### src/rtl/iomem_stream_bridge.sv
// iomem_stream_bridge
//   PicoSoC iomem responder that bridges CPU register accesses to a pair of
//   8-bit valid/ready byte streams. Firmware writes to DATA are queued in a
//   TX FIFO and drained toward the USB UART input. Bytes arriving on the RX
//   stream from the USB UART output are queued for firmware to read back.
//
//   Register map (iomem_addr[31:24] == ADDR_HI, offset = iomem_addr[3:2]):
//     0 DATA   W: push wdata[7:0] to TX, stalls while TX is full
//              R: pop RX -> {24'h0, byte}, or 32'hFFFF_FFFF when RX is empty
//     1 STATUS R: [0] rx_nonempty [1] tx_full [2] tx_empty
//                 [12:8] rx_count [20:16] tx_count
//              W: wdata[0] flushes RX, wdata[1] flushes TX
//     2,3      read 0, writes ignored
//
//   Ports:
//     clk, resetn                   SoC clock, synchronous active-low reset
//     iomem_valid/wstrb/addr/wdata  request from initiator
//     iomem_ready/rdata             one-cycle completion pulse with read data
//     tx_data/tx_valid/tx_ready     byte stream out
//     rx_data/rx_valid/rx_ready     byte stream in
module iomem_stream_bridge #(
  parameter logic [7:0]  ADDR_HI   = 8'h05,
  parameter int unsigned FIFO_LOG2 = 4
) (
  input  logic        clk,
  input  logic        resetn,
  input  logic        iomem_valid,
  input  logic [3:0]  iomem_wstrb,
  input  logic [31:0] iomem_addr,
  input  logic [31:0] iomem_wdata,
  output logic        iomem_ready,
  output logic [31:0] iomem_rdata,
  output logic [7:0]  tx_data,
  output logic        tx_valid,
  input  logic        tx_ready,
  input  logic [7:0]  rx_data,
  input  logic        rx_valid,
  output logic        rx_ready
);

  localparam int unsigned DEPTH = 1 << FIFO_LOG2;
  localparam logic [FIFO_LOG2:0] DEPTH_CNT = {1'b1, {FIFO_LOG2{1'b0}}};

  // ---------------------------------------------------------------- decode
  logic       sel;
  logic [1:0] off;
  logic       is_read;
  logic       wr_lane0;
  logic       data_wr;
  logic       data_rd;
  logic       stat_wr;
  logic       stat_rd;
  logic       complete;

  // ---------------------------------------------------------------- FIFOs
  logic [7:0]           tx_mem [DEPTH];
  logic [FIFO_LOG2-1:0] tx_wptr, tx_rptr;
  logic [FIFO_LOG2:0]   tx_count;
  logic                 tx_full, tx_empty, tx_push, tx_pop, tx_flush;

  logic [7:0]           rx_mem [DEPTH];
  logic [FIFO_LOG2-1:0] rx_wptr, rx_rptr;
  logic [FIFO_LOG2:0]   rx_count;
  logic                 rx_full, rx_empty, rx_push, rx_pop, rx_flush;

  logic [31:0] status;
  logic [31:0] rdata_next;

  assign sel      = iomem_valid && !iomem_ready && (iomem_addr[31:24] == ADDR_HI);
  assign off      = iomem_addr[3:2];
  assign is_read  = (iomem_wstrb == 4'b0000);
  assign wr_lane0 = iomem_wstrb[0];
  assign data_wr  = sel && (off == 2'd0) && wr_lane0;
  assign data_rd  = sel && (off == 2'd0) && is_read;
  assign stat_wr  = sel && (off == 2'd1) && wr_lane0;
  assign stat_rd  = sel && (off == 2'd1) && is_read;

  assign tx_full  = (tx_count == DEPTH_CNT);
  assign tx_empty = (tx_count == '0);
  assign rx_full  = (rx_count == DEPTH_CNT);
  assign rx_empty = (rx_count == '0);

  assign tx_valid = !tx_empty;
  assign tx_data  = tx_mem[tx_rptr];
  assign rx_ready = resetn && !rx_full;

  assign tx_pop   = tx_valid && tx_ready;
  // A full FIFO still accepts the write when the head leaves on the same edge.
  assign tx_push  = data_wr && (!tx_full || tx_pop);
  assign tx_flush = stat_wr && iomem_wdata[1];

  assign rx_push  = rx_valid && rx_ready;
  assign rx_pop   = data_rd && !rx_empty;
  assign rx_flush = stat_wr && iomem_wdata[0];

  // Every selected access completes immediately except a DATA write that
  // cannot get a TX slot this edge.
  assign complete = sel && !(data_wr && !tx_push);

  always_comb begin
    status = '0;
    status[0] = !rx_empty;
    status[1] = tx_full;
    status[2] = tx_empty;
    status[8  +: FIFO_LOG2+1] = rx_count;
    status[16 +: FIFO_LOG2+1] = tx_count;
  end

  always_comb begin
    rdata_next = '0;
    if (data_rd) begin
      rdata_next = rx_empty ? '1 : {24'h0, rx_mem[rx_rptr]};
    end else if (stat_rd) begin
      rdata_next = status;
    end
  end

  // ---------------------------------------------------------------- bus response
  always_ff @(posedge clk) begin
    if (!resetn) begin
      iomem_ready <= 1'b0;
      iomem_rdata <= '0;
    end else begin
      iomem_ready <= complete;
      iomem_rdata <= complete ? rdata_next : '0;
    end
  end

  // ---------------------------------------------------------------- TX FIFO
  always_ff @(posedge clk) begin
    if (tx_push && !tx_flush) begin
      tx_mem[tx_wptr] <= iomem_wdata[7:0];
    end
  end

  always_ff @(posedge clk) begin
    if (!resetn || tx_flush) begin
      tx_wptr  <= '0;
      tx_rptr  <= '0;
      tx_count <= '0;
    end else begin
      if (tx_push) tx_wptr <= tx_wptr + 1'b1;
      if (tx_pop)  tx_rptr <= tx_rptr + 1'b1;
      if (tx_push && !tx_pop)      tx_count <= tx_count + 1'b1;
      else if (!tx_push && tx_pop) tx_count <= tx_count - 1'b1;
    end
  end

  // ---------------------------------------------------------------- RX FIFO
  always_ff @(posedge clk) begin
    if (rx_push && !rx_flush) begin
      rx_mem[rx_wptr] <= rx_data;
    end
  end

  always_ff @(posedge clk) begin
    if (!resetn || rx_flush) begin
      rx_wptr  <= '0;
      rx_rptr  <= '0;
      rx_count <= '0;
    end else begin
      if (rx_push) rx_wptr <= rx_wptr + 1'b1;
      if (rx_pop)  rx_rptr <= rx_rptr + 1'b1;
      if (rx_push && !rx_pop)      rx_count <= rx_count + 1'b1;
      else if (!rx_push && rx_pop) rx_count <= rx_count - 1'b1;
    end
  end

  logic unused_bits;
  assign unused_bits = ^{iomem_addr[23:4], iomem_addr[1:0], iomem_wdata[31:8]};

endmodule
### config.mk
export PLATFORM = sky130hd
export DESIGN_NAME = iomem_stream_bridge
export DESIGN_NICKNAME = d
export VERILOG_FILES = /design/src/rtl/iomem_stream_bridge.sv
export SDC_FILE = /design/constraint.sdc
export NUM_CORES = 1
export LEC_CHECK = 0
export CORE_MARGIN = 5
export CORE_UTILIZATION = 50
export DETAILED_ROUTE_END_ITERATION = 12
export PLACE_DENSITY = 0.75
export SKIP_LAST_GASP = 1
export SYNTH_ARGS = -nofsm -noshare
export SYNTH_HDL_FRONTEND = slang
export SYNTH_SLANG_ARGS = --single-unit
### constraint.sdc
create_clock -name clk -period 6 [get_ports clk]
set_input_delay 1.2 -clock clk [delete_from_list [all_inputs] [get_ports clk]]
set_output_delay 1.2 -clock clk [all_outputs]
set_load 0.05 [all_outputs]
==> reports/metrics.yaml, run 1 <==
outcome:
  status: "complete, no violations"
clock_tree:
  post_cts_resized: 0
  post_cts_buffers: 0
  clock-sinks: 311
  cts_root_buffer: "clkbuf_16"
  clk_path_buf_depth: 3
  htree_levels: 1
  worstSkewPairLatency_ps: 570
  path_clk_slew_ps: 60
  cts_buffers: 31
  cts_tree: "done"
  holdBufCountCts: 0
synthesis:
  synth_edf_count: 256
  synth_top_area_share_pct: 62.1
  synth_fp_nets: 795
  synth_ff_type: "edfxtp_1"
  synthTopCellsByArea: "edfxtp_1 (62%), mux4_2 (12%), dfxtp_1 (8.9%)"
  yosysTopAreaCell: "edfxtp_1"
  ys.warnings.count: 0
  synth.distinct_cells: 47
  syn-cell-area_um2: 12400
  synth_cells: 693
  ys_async_sr_fraction_pct: 0
  ys_seq_elements: 311
  synth-seq-area-share_pct: 71.0
  avgSynthCellArea_um2: 17.9
critical_path:
  critPathKind: "reg2out"
  reg2reg_from: "rx_count[0]"
  rr_worst_depth: 11
  critPathArrivalTime_ps: 3620
  cp-end-kind: "primary output"
  crit_end: "tx_data[3]"
  worst-path-max-fanout: 24
  r2r_slack_ps: 2340
  critPathRequiredTime_ps: 4800
  worstReg2RegEnd: "rx_count[4]"
  cp-start-kind: "flip-flop"
timing:
  final_hold_viol_count: 0
  rsz0062_at_grt: "no"
  final.setup_skew_ps: 27.9
  max_freq_mhz: 208
  tns_ps: 0
  worstMarginPinSlew_ps: 1160
  finalMaxSlewViolations: 0
  maxSlewHeadroom_pct: 22.7
  finalSetupViolCount: 0
  fin_crit_sh_pct: 80.3
  min_period_ps: 4820
global_route:
  globalRouteTotalUtil_pct: 17.1
  grt_pass1_vias: 6549
  antenna_found_initial: 0
  grt_pass1_wl_um: 37500
  grt_start_max_net_pins: 40
  gr-total-overflow: 0
floorplanning:
  core_um2: 24300
  initial_core_util_pct: 50.9
  die_y_um: 167
  boundaryPins: 124
  dieArea_um2: 28000
  dieWidth_um: 167
  row_count: 57
pwr:
  p_per_area_nw_per_um2: 353
  finalPower_mw: 5.09
  max-vdd-ir-drop_v: 0.000296
  p_leak_nw: 4.77
min_path:
  min_path_type: "reg2reg"
placement:
  place_area_um2: 13400
  place_hpwl_um: 15700
  gp_congestion: 0.807
  port_buffers: 77
route:
  vias: 6307
  wl_um: 24100
  firstDrtPassIters: 5
  post_drt_wl_per_cell_um: 21.6
  viasPerCell: 5.65
  drcViolationCount: 0
  drt_iter0_markers: 458
  antenna_left: 0
layout:
  num-fill-cells: 1755
  drive_above_1_share_pct: 18.2
  area_delta_synth_final_pct: 16.6
  antenna_cells: 0
  final_nets: 870
  fin_area_um2: 14400
run:
  drv_cap: 0
==> cell usage in the layout, fill, tap and decap left out, types with 7 or more instances in the layout <==
cell / count
a21o_1: 12
a21oi_1: 17
a31oi_1: 7
and3_1: 15
buf_4: 9
clkbuf_16: 33
clkdlybuf4s50_1: 77
dfxtp_1: 52
edfxtp_1: 256
ha_1: 19
inv_1: 15
mux2i_1: 19
mux4_2: 66
nand2_1: 18
nand3_1: 10
nor2_1: 48
nor2b_1: 7
o21ai_0: 11
xor2_1: 11
==> power breakdown <==
| part | switching (mW) | internal (mW) | leakage [nW] |
|---|---|---|---|
| registers | 0.101 | 2.37 | 2.75 |
| logic | 0.321 | 0.330 | 1.48 |
| clock network | 0.787 | 1.19 | 0.537 |
| total | 1.21 | 3.89 | 4.77 |
==> state kept, by name, summed over array words and instances (netlist names), named ones only <==
signal,cells
iomem_rdata,20
iomem_ready,1
rx_count,5
rx_mem,128
rx_rptr,4
rx_wptr,4
tx_count,5
tx_mem,128
tx_rptr,4
tx_wptr,4
==> critical path, cell delays in order, from the launching register on <==
cell	delay [ps]
dfxtp_2	890
buf_4	380
mux4_2	550
mux4_2	510
clkdlybuf4s50_1	730
==> synth_stat cells (6+ instances only) <==
library cell	instances
ha_1	19
nor3_1	6
buf_4	20
buf_2	8
mux2_2	6
o21ai_0	11
nor2_1	48
mux2i_1	19
xnor2_1	6
nor2b_1	7
mux4_2	66
inv_1	15
a21o_1	12
dfxtp_1	55
and3_1	15
edfxtp_1	256
nand3_1	10
nand2_1	18
buf_1	8
a31oi_1	7
a21oi_1	17
xor2_1	11
==> metrics by stage <==
step / hold slack [ps] / utilization (%) / std cells / setup WS [ps]
3_5_place_dp: 495 / 54.9 / 1059 / 1250
4_1_cts: 502 / 59.3 / 1117 / 1060
5_1_grt: 543 / 59.3 / 1117 / 918
3_3_place_gp: 481 / 54.9 / 1059 / 1420
2_1_floorplan: 459 / - / 693 / 2210
6_report: 504 / 59.3 / 1117 / 1180
==> how the worst min path moves through the flow <==
stage | startpoint | to | slack [ps] | cells past startpoint
after floorplan | rx_rptr[3] | flip-flop | 460 | 2
after global placement | rx_rptr[3] | rx_rptr[3] | 480 | 2
after detailed placement | rx_rptr[3] | flip-flop | 500 | 2
after CTS | rx_rptr[3] | rx_rptr[3] | 500 | 2
after global routing | tx_rptr[1] | tx_rptr[1] | 540 | 2
final | rx_rptr[3] | rx_rptr[3] | 500 | 2
==> layout make-up <==
class                   instances  area (um2)  share of cell area (%)
flip-flops and latches        311        8790                    60.9
repair buffers                 86         838                    5.81
multi-input cells             323        3270                    22.6
clock buffers                  46         911                    6.31
well taps                     324         405                    2.81
inverters                      15        56.3                   0.390
clock inverters                12         159                    1.10
==> logic make-up after synthesis <==
| kind of cell | synth area share, % |
|---|---|
| adder cells (fa/ha/maj) | 2.25 |
| XOR/XNOR | 1.20 |
| AO/OA/AOI/OAI | 3.15 |
| flip-flops | 71.0 |
| multiplexers | 14.1 |
| AND/OR/NAND/NOR | 5.70 |
| buffers and inverters | 2.56 |
==> metal layers <==
metal  GRT usage, %  vias to the layer above  routed length [um]
met5              0                        -                   0
met4           4.30                        0                 474
met3           2.50                       39                1260
met2           30.1                      204               12700
met1           22.6                     3204                9640
li1               -                     2860                   -
No activity file was read; power rests on OpenSTA's default activity.
==> run 2, diff against run 1 <==
Settings changed: PLACE_DENSITY 0.75 to 0.78.
Clock period 6 ns to 4 ns, I/O delays scaled along.
==> run 2 against run 1 <==
  * Final area up 0.58%
  * Count of clock-buffer cells in the layout increased by 5
  * Largest power group unchanged
  * Register-to-register slack worse by 1400 ps
  * Non-clock buffer count up 23
  * First-iteration DRC count increased by 21%
  * Sequential power up 47%
  * Clock skew down 8.6 ps
  * Core utilization up 0.34 points
  * Sequential share of layout area is 0.36 points lower
  * Worst hold slack better by 3.6 ps
==> reports/metrics.yaml, run 2 (synthesized netlist as in run 1, its figures left out) <==
layout:
  final_cell_mix: "edfxtp_1 (256), clkdlybuf4s50_1 (77), mux4_2 (66), dfxtp_1 (53), nor2_1 (48)"  # was edfxtp_1 (256), clkdlybuf4s50_1 (77), mux4_2 (66), dfxtp_1 (52), nor2_1 (48)
  drive_above_1_share_pct: 19.0  # was 18.2%
  reg_top3: "rx_mem x128, tx_mem x128, iomem_rdata x20"  # unchanged
  num-fill-cells: 1777  # was 1755
  fin_util_pct: 59.7  # was 59.3%
  antenna_cells: 0  # unchanged
  layout_commonest_cell: "edfxtp_1"  # unchanged
  final_nets: 892  # was 870
  area_delta_synth_final_pct: 17.3  # was 16.6%
global_route:
  grt_pass1_wl_um: 36700  # was 37500 um
  grt_start_max_net_pins: 40  # unchanged
  globalRouteTotalUtil_pct: 16.5  # was 17.1%
  antenna_found_initial: 0  # unchanged
  grt_pass1_vias: 6592  # was 6549
  gr-total-overflow: 0  # unchanged
pwr:
  p_per_area_nw_per_um2: 512  # was 353 nW/um2
  p_leak_nw: 4.83  # was 4.77 nW
  max-vdd-ir-drop_v: 0.000418  # was 0.000296 V
  finalPower_mw: 7.43  # was 5.09 mW
critical_path:
  slowest_delay_ps: 720  # was 890 ps
  cp_top_family: "multiplexers"  # was buffers and inverters
  crit_top_cell: "mux4_2"  # unchanged
  critPathArrivalTime_ps: 2950  # was 3620 ps
  cp-end-kind: "primary output"  # unchanged
  path_cells: "buf_12 -> mux4_2 -> mux4_2 -> clkdlybuf4s50_1"  # was buf_4 -> mux4_2 -> mux4_2 -> clkdlybuf4s50_1
  worst-path-max-fanout: 32  # was 24
  slowest_stage: "clkdlybuf4s50_1"  # was dfxtp_2
  cp-start-kind: "flip-flop"  # unchanged
  critPathRequiredTime_ps: 3200  # was 4800 ps
  critPathKind: "reg2out"  # unchanged
  cp_num_buf_inv: 2  # unchanged
floorplanning:
  die_y_um: 167  # unchanged
  core_um2: 24300  # unchanged
  dieWidth_um: 167  # unchanged
  dieArea_um2: 28000  # unchanged
  initial_core_util_pct: 50.9  # unchanged
  row_count: 57  # unchanged
  boundaryPins: 124  # unchanged
timing:
  rsz0062_at_grt: "no"  # unchanged
  finalSetupViolCount: 0  # unchanged
  finalMaxSlewViolations: 0  # unchanged
  final_hold_viol_count: 0  # unchanged
  min_period_ps: 3750
  fin_crit_sh_pct: 93.7
  worstMarginPinSlew_ps: 1160  # about the same
  tns_ps: 0  # unchanged
  holdWs_ps: 507  # was 504 ps
  maxSlewHeadroom_pct: 22.7  # about the same
  final.setup_skew_ps: 19.4  # was 27.9 ps
  max_freq_mhz: 267
clock_tree:
  holdBufCountCts: 0  # unchanged
  clk_path_buf_depth: 3  # unchanged
  clock-sinks: 311  # unchanged
  cts_root_buffer: "clkbuf_16"  # unchanged
  worstSkewPairLatency_ps: 550  # was 570 ps
  post_cts_resized: 0  # unchanged
  post_cts_buffers: 0  # unchanged
  path_clk_slew_ps: 60  # about the same
  htree_levels: 1  # unchanged
  cts_tree: "done"  # unchanged
  cts_buffers: 30  # was 31
run:
  drv_cap: 0  # unchanged
route:
  wl_um: 23000  # was 24100 um
  antenna_left: 0  # unchanged
  drt_iter0_markers: 553  # was 458
  vias: 6252  # was 6307
  viasPerCell: 5.49  # was 5.65
  post_drt_wl_per_cell_um: 20.2  # was 21.6 um
  firstDrtPassIters: 5  # unchanged
  drcViolationCount: 0  # unchanged
outcome:
  status: "complete, no violations"  # unchanged
min_path:
  min_path_type: "reg2reg"  # unchanged
placement:
  place_hpwl_um: 15200  # was 15700 um
  port_buffers: 77  # unchanged
  gp_congestion: 0.755  # was 0.807
[run 2: cell count changes in the layout (fill, tap and decap cells not counted), moves of 2 or more]
cell	delta
buf_4	+22
clkinv_2	-3
clkbuf_2	-5
bufinv_16	-2
clkbuf_16	-2
clkbuf_1	+8
clkbuf_8	+4
[run 2: area by class of cell]
cell class	instances	area [um2]	share of cell area (%)
multi-input combinational	323	3270	22.5
clock inverter	5	48.8	0.336
clock buffer	51	921	6.35
timing repair buffer	109	1020	7.05
sequential	311	8790	60.6
inverter	15	56.3	0.388
tap	324	405	2.79
[run 2: tightest hold or removal path: stages (launching register included)]
cell and delay, ps:
dfxtp_1 310, o21ai_0 70, a21oi_1 70
[run 2: final timing paths]
path	start	end	slack, ps	depth (start not counted)
worst max-delay path	flip-flop	tx_data[5]	250	4
worst min-delay path	rx_rptr[3]	rx_rptr[3]	510	2
worst max register to register	rx_count[0]	rx_count[4]	910	12
worst min register to register	rx_rptr[3]	rx_rptr[3]	510	2
[run 2: metrics by stage]
step	setup slack [ps]	std cells	cell area, um2
5_1_grt	139	1138	14500
6_report	252	1138	14500
3_3_place_gp	133	1082	13500
4_1_cts	187	1138	14500
2_1_floorplan	612	693	12400
3_5_place_dp	90.2	1082	13500
[run 2: per-layer routing]
metal,part of all wire (%),up-vias,track usage (%)
met1,42,3173,21.7
met5,0,-,0
met4,2.4,0,4.41
li1,-,2902,-
met3,3.9,38,2.57
met2,52,139,28.9
[run 2: power by group]
group	internal, mW	total (mW)	leakage (nW)	switching [mW]
Sequential	3.55	3.62	2.75	0.0630
Clock	1.62	2.72	0.475	1.11
Combinational	0.516	1.09	1.60	0.577
==> run 3, diff against run 2 <==
Settings changed: CORE_UTILIZATION 50 to 51, PLACE_DENSITY 0.78 to 0.79.
==> run 3 against run 2 <==
  * Die area is 1.8% lower
  * Critical path depth stayed put
  * Clock power is 5% higher
  * Highest routed layer unchanged
  * Critical endpoint is now tx_data[0]
==> reports/metrics.yaml, run 3 (synthesized netlist as in run 1, its figures left out) <==
placement:
  gp_congestion: 0.775  # was 0.755
  place_area_um2: 13500  # about the same
  place_hpwl_um: 15100  # was 15200 um
  place_inst: 1083  # was 1082
  port_buffers: 77  # unchanged
  dp_slack_ps: 56.2  # was 90.2 ps
pwr:
  max-vdd-ir-drop_v: 0.000418  # about the same
  p_per_area_nw_per_um2: 518  # was 512 nW/um2
  p_leak_nw: 4.86  # was 4.83 nW
  finalPower_mw: 7.54  # was 7.43 mW
layout:
  num-fill-cells: 1782  # was 1777
  fin_util_pct: 60.4  # was 59.7%
  area_delta_synth_final_pct: 17.7  # was 17.3%
  final_cell_mix: "edfxtp_1 (256), clkdlybuf4s50_1 (77), mux4_2 (66), dfxtp_1 (53), nor2_1 (48)"  # unchanged
  instances_no_fill: 1138  # unchanged
  layout_commonest_cell: "edfxtp_1"  # unchanged
  drive_above_1_share_pct: 19.9  # was 19.0%
  fin_area_um2: 14600  # was 14500 um2
  final_nets: 893  # was 892
  reg_top3: "rx_mem x128, tx_mem x128, iomem_rdata x20"  # unchanged
  antenna_cells: 0  # unchanged
clock_tree:
  holdBufCountCts: 0  # unchanged
  cts_tree: "done"  # unchanged
  post_cts_buffers: 0  # unchanged
  post_cts_resized: 0  # unchanged
  cts_buffers: 30  # unchanged
  clock-sinks: 311  # unchanged
  clk_path_buf_depth: 3  # unchanged
  htree_levels: 1  # unchanged
  path_clk_slew_ps: 60  # about the same
  cts_root_buffer: "clkbuf_16"  # unchanged
  worstSkewPairLatency_ps: 560  # was 550 ps
timing:
  finalSetupViolCount: 0  # unchanged
  holdWs_ps: 503  # was 507 ps
  finalMaxSlewViolations: 0  # unchanged
  rsz0062_at_grt: "no"  # unchanged
  min_period_ps: 3780  # was 3750 ps
  worstMarginPinSlew_ps: 872  # was 1160 ps
  final.setup_skew_ps: 26.6  # was 19.4 ps
  final_hold_viol_count: 0  # unchanged
  finalWorstSetupSlack_ps: 218  # was 252 ps
  fin_crit_sh_pct: 94.6  # was 93.7%
  tns_ps: 0  # unchanged
  max_freq_mhz: 264  # was 267 MHz
  maxSlewHeadroom_pct: 41.8  # was 22.7%
critical_path:
  r2r_slack_ps: 740  # was 910 ps
  worstReg2RegEnd: "rx_count[4]"  # unchanged
  critPathRequiredTime_ps: 3200  # about the same
  crit_top_cell: "mux4_2"  # unchanged
  critPathKind: "reg2out"  # unchanged
  cp-end-kind: "primary output"  # unchanged
  worst-path-max-fanout: 32  # unchanged
  cp_num_buf_inv: 2  # unchanged
  slowest_stage: "clkdlybuf4s50_1"  # unchanged
  rr_worst_depth: 12  # unchanged
  path_cells: "buf_12 -> mux4_2 -> mux4_2 -> clkdlybuf4s50_1"  # unchanged
  slowest_delay_ps: 720  # about the same
  critPathArrivalTime_ps: 2980  # was 2950 ps
  reg2reg_from: "rx_count[0]"  # unchanged
  cp_top_family: "multiplexers"  # unchanged
  cp-start-kind: "flip-flop"  # unchanged
route:
  firstDrtPassIters: 5  # unchanged
  drt_iter0_markers: 441  # was 553
  wl_um: 24200  # was 23000 um
  antenna_left: 0  # unchanged
  vias: 6362  # was 6252
  drcViolationCount: 0  # unchanged
  viasPerCell: 5.59  # was 5.49
  post_drt_wl_per_cell_um: 21.3  # was 20.2 um
floorplanning:
  dieWidth_um: 166  # was 167 um
  row_count: 57  # unchanged
  boundaryPins: 124  # unchanged
  initial_core_util_pct: 51.3  # was 50.9%
  dieArea_um2: 27500  # was 28000 um2
  core_um2: 24100  # was 24300 um2
  die_y_um: 166  # was 167 um
min_path:
  worstHoldStart: "tx_rptr[1]"  # was rx_rptr[3]
  holdPathStages: 2  # unchanged
  min_path_type: "reg2reg"  # unchanged
run:
  drv_cap: 0  # unchanged
global_route:
  globalRouteTotalUtil_pct: 17.5  # was 16.5%
  grt_pass1_wl_um: 38200  # was 36700 um
  grt_start_max_net_pins: 33  # was 40
  antenna_found_initial: 0  # unchanged
  grt_pass1_vias: 6638  # was 6592
  gr-total-overflow: 0  # unchanged
outcome:
  status: "complete, no violations"  # unchanged
## run 3: cell type report
cell class | count | area (um2) | area share, %
flip-flops and latches | 311 | 8790 | 60.4
multi-input cells | 323 | 3270 | 22.4
repair buffers | 110 | 1030 | 7.08
clock buffers | 37 | 807 | 5.54
well taps | 324 | 405 | 2.78
clock inverters | 18 | 204 | 1.40
inverters | 15 | 56.3 | 0.387
## run 3: layer usage
layer / GRT usage (%) / vias up / share of wire (%)
li1: - / 2902 / -
met1: 23.3 / 3264 / 40
met2: 30.8 / 156 / 53
met3: 2.40 / 40 / 4.7
met4: 4.48 / 0 / 2.2
met5: 0 / - / 0
## run 3: worst min-delay path: stages (launching register included)
cell and delay, ps:
dfxtp_1 330, nand2_1 60, a21oi_1 70
## run 3: power breakdown
part,switching (mW),internal [mW],leakage [nW]
combinational,0.572,0.515,1.61
clock,1.16,1.69,0.500
sequential,0.0592,3.55,2.75
total,1.79,5.76,4.86
## run 3: worst max-delay path by stage
| stage | end | depth (start not counted) |
|---|---|---|
| floorplan | tx_count[4] | 14 |
| global placement | rx_count[4] | 12 |
| detailed placement | rx_count[4] | 12 |
| CTS | tx_data[0] | 4 |
| global route | tx_data[0] | 4 |
| finish | tx_data[0] | 4 |
